<file path="src/rtl/demux8_collect_if.sv">
// Handshake bundle for the bit-steering demux / byte collector.
// Input side: a transfer happens on a rising clk edge where in_valid && in_ready.
// Output side: a drain happens on a rising clk edge where out_valid && out_ready.
// A producer must hold in_bit/sel stable while in_valid is high and it has not
// yet seen in_ready. The collector holds out stable while out_valid is high and
// it has not yet seen out_ready.
interface demux8_collect_if #(
  parameter int N  = 8,
  parameter int SW = 3
);
  logic          in_bit;
  logic [SW-1:0] sel;
  logic          in_valid;
  logic          in_ready;
  logic [N-1:0]  out;
  logic          out_valid;
  logic          out_ready;
  logic [N-1:0]  lane_mask;
  logic          dup_err;

  // Collector side.
  modport slave (
    input  in_bit, sel, in_valid, out_ready,
    output in_ready, out, out_valid, lane_mask, dup_err
  );

  // Producer/consumer side.
  modport master (
    output in_bit, sel, in_valid, out_ready,
    input  in_ready, out, out_valid, lane_mask, dup_err
  );
endinterface

</file>
<file path="src/rtl/demux8_collect.sv">
// Registered 1-to-N demultiplexer and word collector.
// Each accepted transfer writes one bit into the lane addressed by sel. When
// every lane has been written, the assembled word is offered on the output
// handshake. N must be a power of two (at least 2) and SW = log2(N).
module demux8_collect #(
  parameter int N  = 8,
  parameter int SW = 3
) (
  input  logic             clk,
  input  logic             rst,
  demux8_collect_if.slave  bus,
  output logic             state_dbg
);

  typedef enum logic {
    COLLECT = 1'b0,
    FULL    = 1'b1
  } state_t;

  state_t         state_q, state_d;
  logic [N-1:0]   word_q, word_d;
  logic [N-1:0]   mask_q, mask_d;
  logic           dup_q, dup_d;
  logic           accept;
  logic           drain;

  // Handshake qualifiers; in_ready is held low while reset is asserted.
  always_comb begin
    bus.in_ready  = !rst && ((state_q != FULL) || bus.out_ready);
    bus.out_valid = (state_q == FULL);
    accept        = bus.in_valid && bus.in_ready;
    drain         = bus.out_valid && bus.out_ready;
  end

  // State and datapath registers.
  always_ff @(posedge clk) begin
    if (rst) begin
      state_q <= COLLECT;
      word_q  <= '0;
      mask_q  <= '0;
      dup_q   <= 1'b0;
    end else begin
      state_q <= state_d;
      word_q  <= word_d;
      mask_q  <= mask_d;
      dup_q   <= dup_d;
    end
  end

  // Next-state logic: steer bits into lanes, detect completion and drains.
  always_comb begin
    state_d = state_q;
    word_d  = word_q;
    mask_d  = mask_q;
    dup_d   = dup_q;
    case (state_q)
      COLLECT: begin
        if (accept) begin
          word_d[bus.sel] = bus.in_bit;
          if (mask_q[bus.sel]) begin
            dup_d = 1'b1;
          end
          mask_d[bus.sel] = 1'b1;
          if (&mask_d) begin
            state_d = FULL;
          end
        end
      end
      FULL: begin
        if (drain) begin
          state_d = COLLECT;
          // A write landing on the drain edge starts the next collection,
          // so it can never collide with a lane of the word leaving now.
          mask_d = '0;
          if (accept) begin
            word_d[bus.sel] = bus.in_bit;
            mask_d[bus.sel] = 1'b1;
          end
        end
      end
      default: begin
        state_d = COLLECT;
      end
    endcase
  end

  // Stale lanes are deliberately kept across drains; out is only meaningful
  // while out_valid is high.
  assign bus.out       = word_q;
  assign bus.lane_mask = mask_q;
  assign bus.dup_err   = dup_q;
  assign state_dbg     = (state_q == FULL);

endmodule

</file>
<file path="src/flat_wrapper.sv">
// flat-port wrapper written by rule: the top's interface ports become plain ports
module demux8_collect_flat 
#(
  parameter int N  = 8,
  parameter int SW = 3
)
  (clk, rst, state_dbg, bus_in_bit, bus_sel, bus_in_valid, bus_out_ready, bus_in_ready, bus_out, bus_out_valid, bus_lane_mask, bus_dup_err);
  demux8_collect_if #(.N(N), .SW(SW)) bus_i ();
  input  logic clk;
  input  logic rst;
  output logic state_dbg;
  input wire logic [$bits(bus_i.in_bit)-1:0] bus_in_bit;
  input wire logic [$bits(bus_i.sel)-1:0] bus_sel;
  input wire logic [$bits(bus_i.in_valid)-1:0] bus_in_valid;
  input wire logic [$bits(bus_i.out_ready)-1:0] bus_out_ready;
  output wire logic [$bits(bus_i.in_ready)-1:0] bus_in_ready;
  output wire logic [$bits(bus_i.out)-1:0] bus_out;
  output wire logic [$bits(bus_i.out_valid)-1:0] bus_out_valid;
  output wire logic [$bits(bus_i.lane_mask)-1:0] bus_lane_mask;
  output wire logic [$bits(bus_i.dup_err)-1:0] bus_dup_err;
  assign bus_i.in_bit = bus_in_bit;
  assign bus_i.sel = bus_sel;
  assign bus_i.in_valid = bus_in_valid;
  assign bus_i.out_ready = bus_out_ready;
  assign bus_in_ready = bus_i.in_ready;
  assign bus_out = bus_i.out;
  assign bus_out_valid = bus_i.out_valid;
  assign bus_lane_mask = bus_i.lane_mask;
  assign bus_dup_err = bus_i.dup_err;
  demux8_collect #(.N(N), .SW(SW)) u_core (.clk(clk), .rst(rst), .bus(bus_i), .state_dbg(state_dbg));
endmodule
</file>
<file path="config.mk">
export PLATFORM = sky130hd
export DESIGN_NAME = demux8_collect_flat
export DESIGN_NICKNAME = d
export VERILOG_FILES = /design/src/rtl/demux8_collect_if.sv /design/src/rtl/demux8_collect.sv /design/src/flat_wrapper.sv
export SDC_FILE = /design/constraint.sdc
export NUM_CORES = 1
export LEC_CHECK = 0
export CAP_MARGIN = 40
export CORE_ASPECT_RATIO = 0.7
export CORE_MARGIN = 3
export CORE_UTILIZATION = 40
export CTS_CLUSTER_DIAMETER = 80
export DETAILED_ROUTE_END_ITERATION = 8
export PLACE_DENSITY_LB_ADDON = 0.15
export SLEW_MARGIN = 20
export SYNTH_ARGS = -nofsm -noshare
export SYNTH_HDL_FRONTEND = slang
export SYNTH_SLANG_ARGS = --single-unit
</file>
<file path="constraint.sdc">
create_clock -name clk -period 3 [get_ports clk]
set_clock_uncertainty 0.05 [all_clocks]
set_input_delay 0.6 -clock clk [delete_from_list [all_inputs] [get_ports clk]]
set_output_delay 0.6 -clock clk [all_outputs]
set_load 0.005 [all_outputs]
</file>
==> out/metrics.cfg <==
[sta]
rsz0062_at_grt = false
worst_pin_slew_ns = 0.533
finalHoldViolCount = 0
slew_violations = 0
max_freq_mhz = 395
period_share = 0.843
setup-violations-final = 0
slew_headroom = 0.643
min_period_ns = 2.53
tns_ns = 0

[detailed_routing]
routed_via_density = 5.42
dr.pass1.iters = 4
routed_wl_mm = 2.13
drt_iter0_drc = 44
wire_per_inst_um = 14.1
drc = 0
ant_nets = 0
num_vias = 818

[setup_path]
required_ns = 2.35
reg2reg_depth = 4
crit_path_end_kind = output port
crit_arrival_ns = 1.88
critical_path.max_fanout = 6
crit_type = in2out
cp-start-kind = input pin

[power_and_ir_drop]
ir_drop_mv = 0.273
power_uw = 458
p_leak_nw = 0.425
powerDensity_nw_per_um2 = 370

[layout]
nFillCells = 200
diodes = 0
utilization = 0.614
fin_nets = 130
area_growth_pct = 33.3
layout-drive-gt1-share = 0.132

[clock_network]
cts_buffers = 3
htree_num_levels = 1
clockBufferDepth = 2
tritoncts = built
path_clk_slew_ns = 0.11
clk_latency_ns = 0.31
cts_setup_buffers = 0
cts_hold_buf = 0
ctsResizeCount = 0
clock-sinks = 18
cts_root_buffer = clkbuf_4

[yosys]
yosysUniqueCellTypes = 32
synth_cells = 96
synth_compound_area_frac = 0.104
synthArstFlopShare = 0
synth_top_family_by_area = simple AND/OR/NAND/NOR gates
synth_warnings = 0
syn_nets = 104
synth-seq-cells = 18
synthAdderAreaFrac = 0
avgSynthCellArea_um2 = 9.67
synth-edff-count = 0
yosys.area_share.simple = 0.305
ys.flop_type = dfxtp_1
yosys.area_share.xor_xnor = 0
synthMuxAreaShare = 0.146
seq_area_frac_synth = 0.388
synth_area_um2 = 928

[grt]
antenna_found_initial = 0
grt_pass1_wl_mm = 3.76
grtUsageTotal = 0.170
grt-ovfl-total = 0
grt_pass1_vias = 778
grt_max_degree = 14

[floorplan]
core-area_um2 = 2020
initial_core_util = 0.460
num_rows = 13
io_pins = 28
die-width_um = 63.6
dieArea_um2 = 2940
die_h_um = 46.3

[flow_run]
cap_violations = 0

[worst_hold_path]
hold_class = reg2reg
hold_depth = 2

[run_status]
status = complete, no violations

[place]
io_buffers = 27
gp_congestion = 0.839
hpwlAfterDp_mm = 1.60

## cell type report
| cell class | instances | area, um^2 | area share |
|---|---|---|---|
| tap | 30 | 37.5 | 0.0303 |
| multi-input combinational | 69 | 514 | 0.416 |
| clock buffer | 4 | 36.3 | 0.0293 |
| timing repair buffer | 29 | 285 | 0.231 |
| inverter | 1 | 3.75 | 0.00303 |
| sequential | 18 | 360 | 0.291 |
## through the flow
step | setup WS, ns | instance area [um^2] | hold WS [ns] | cells
floorplan | 1.11 | 928 | 0.400 | 96
global placement | 0.481 | 1200 | 0.408 | 147
detailed placement | 0.478 | 1200 | 0.400 | 147
CTS | 0.460 | 1240 | 0.416 | 151
global route | 0.385 | 1240 | 0.448 | 151
finish | 0.471 | 1240 | 0.411 | 151
## registers in the layout (all words and copies together), names as in the netlist
register,cells
u_core.bus.lane_mask,8
u_core.bus.out,8
u_core.bus.dup_err,1
u_core.bus.out_valid,1
## worst paths after layout
path / start / slack, ns / to
setup / recovery: bus_out_ready / 0.47 / bus_in_ready
setup reg to reg: u_core.bus.out_valid / 1.51 / u_core.bus.out[7]
hold reg to reg: u_core.bus.dup_err / 0.41 / u_core.bus.dup_err
hold / removal: u_core.bus.dup_err / 0.41 / u_core.bus.dup_err
## cell usage in the layout, fill, tap and decap left out
| cell type | n |
|---|---|
| mux2i_1 | 9 |
| and2b_1 | 1 |
| and4bb_1 | 1 |
| nand4_1 | 4 |
| nor2b_4 | 1 |
| nand2b_4 | 1 |
| nand4b_1 | 1 |
| o32ai_1 | 1 |
| a31oi_1 | 1 |
| and4bb_2 | 1 |
| a21oi_1 | 8 |
| nor2b_1 | 3 |
| nor4_2 | 1 |
| mux4_2 | 2 |
| nand2_1 | 8 |
| clkbuf_4 | 3 |
| or4b_4 | 1 |
| nor4b_2 | 3 |
| a221oi_1 | 1 |
| nor2_1 | 14 |
| nand3_1 | 1 |
| buf_4 | 2 |
| clkdlybuf4s50_1 | 27 |
| nor3_1 | 1 |
| inv_1 | 1 |
| nand2b_1 | 1 |
| o21ai_0 | 1 |
| a32oi_1 | 1 |
| a2111oi_1 | 1 |
| o2bb2ai_1 | 1 |
| clkbuf_8 | 1 |
| dfxtp_1 | 18 |
## per-layer routing
metal	up-vias	global-route usage	wire length, um
met1	381	0.213	1020
met3	3	0.0683	177
li1	402	-	-
met5	-	0	0
met2	32	0.276	917
met4	0	0.0472	10
## worst max-delay path: stages
cell             delay, ns
clkdlybuf4s50_1       0.56
nor2b_4               0.09
nor2_1                0.11
clkdlybuf4s50_1       0.52
## cell families after synthesis
family,Yosys count
simple gates,43
flops,18
compound gates,15
mux,11
buf+inv,9
## cells in the mapped netlist (2+ instances only)
cell type,count,share of area
dfxtp_1,18,0.39
mux2i_1,9,0.097
nand2_1,8,0.032
mux4_2,2,0.049
buf_4,3,0.024
nand4_1,4,0.027
a21oi_1,8,0.043
clkbuf_1,3,0.012
nor2b_1,3,0.020
nor4b_2,3,0.049
nor2_1,14,0.057
## power breakdown
group          leakage [nW]  switching, mW  internal [mW]
Sequential            0.145        0.00369          0.243
Clock                0.0210         0.0815         0.0742
Combinational         0.259         0.0268         0.0292
Total                 0.425          0.112          0.346
No activity file was read; power rests on OpenSTA's default activity.
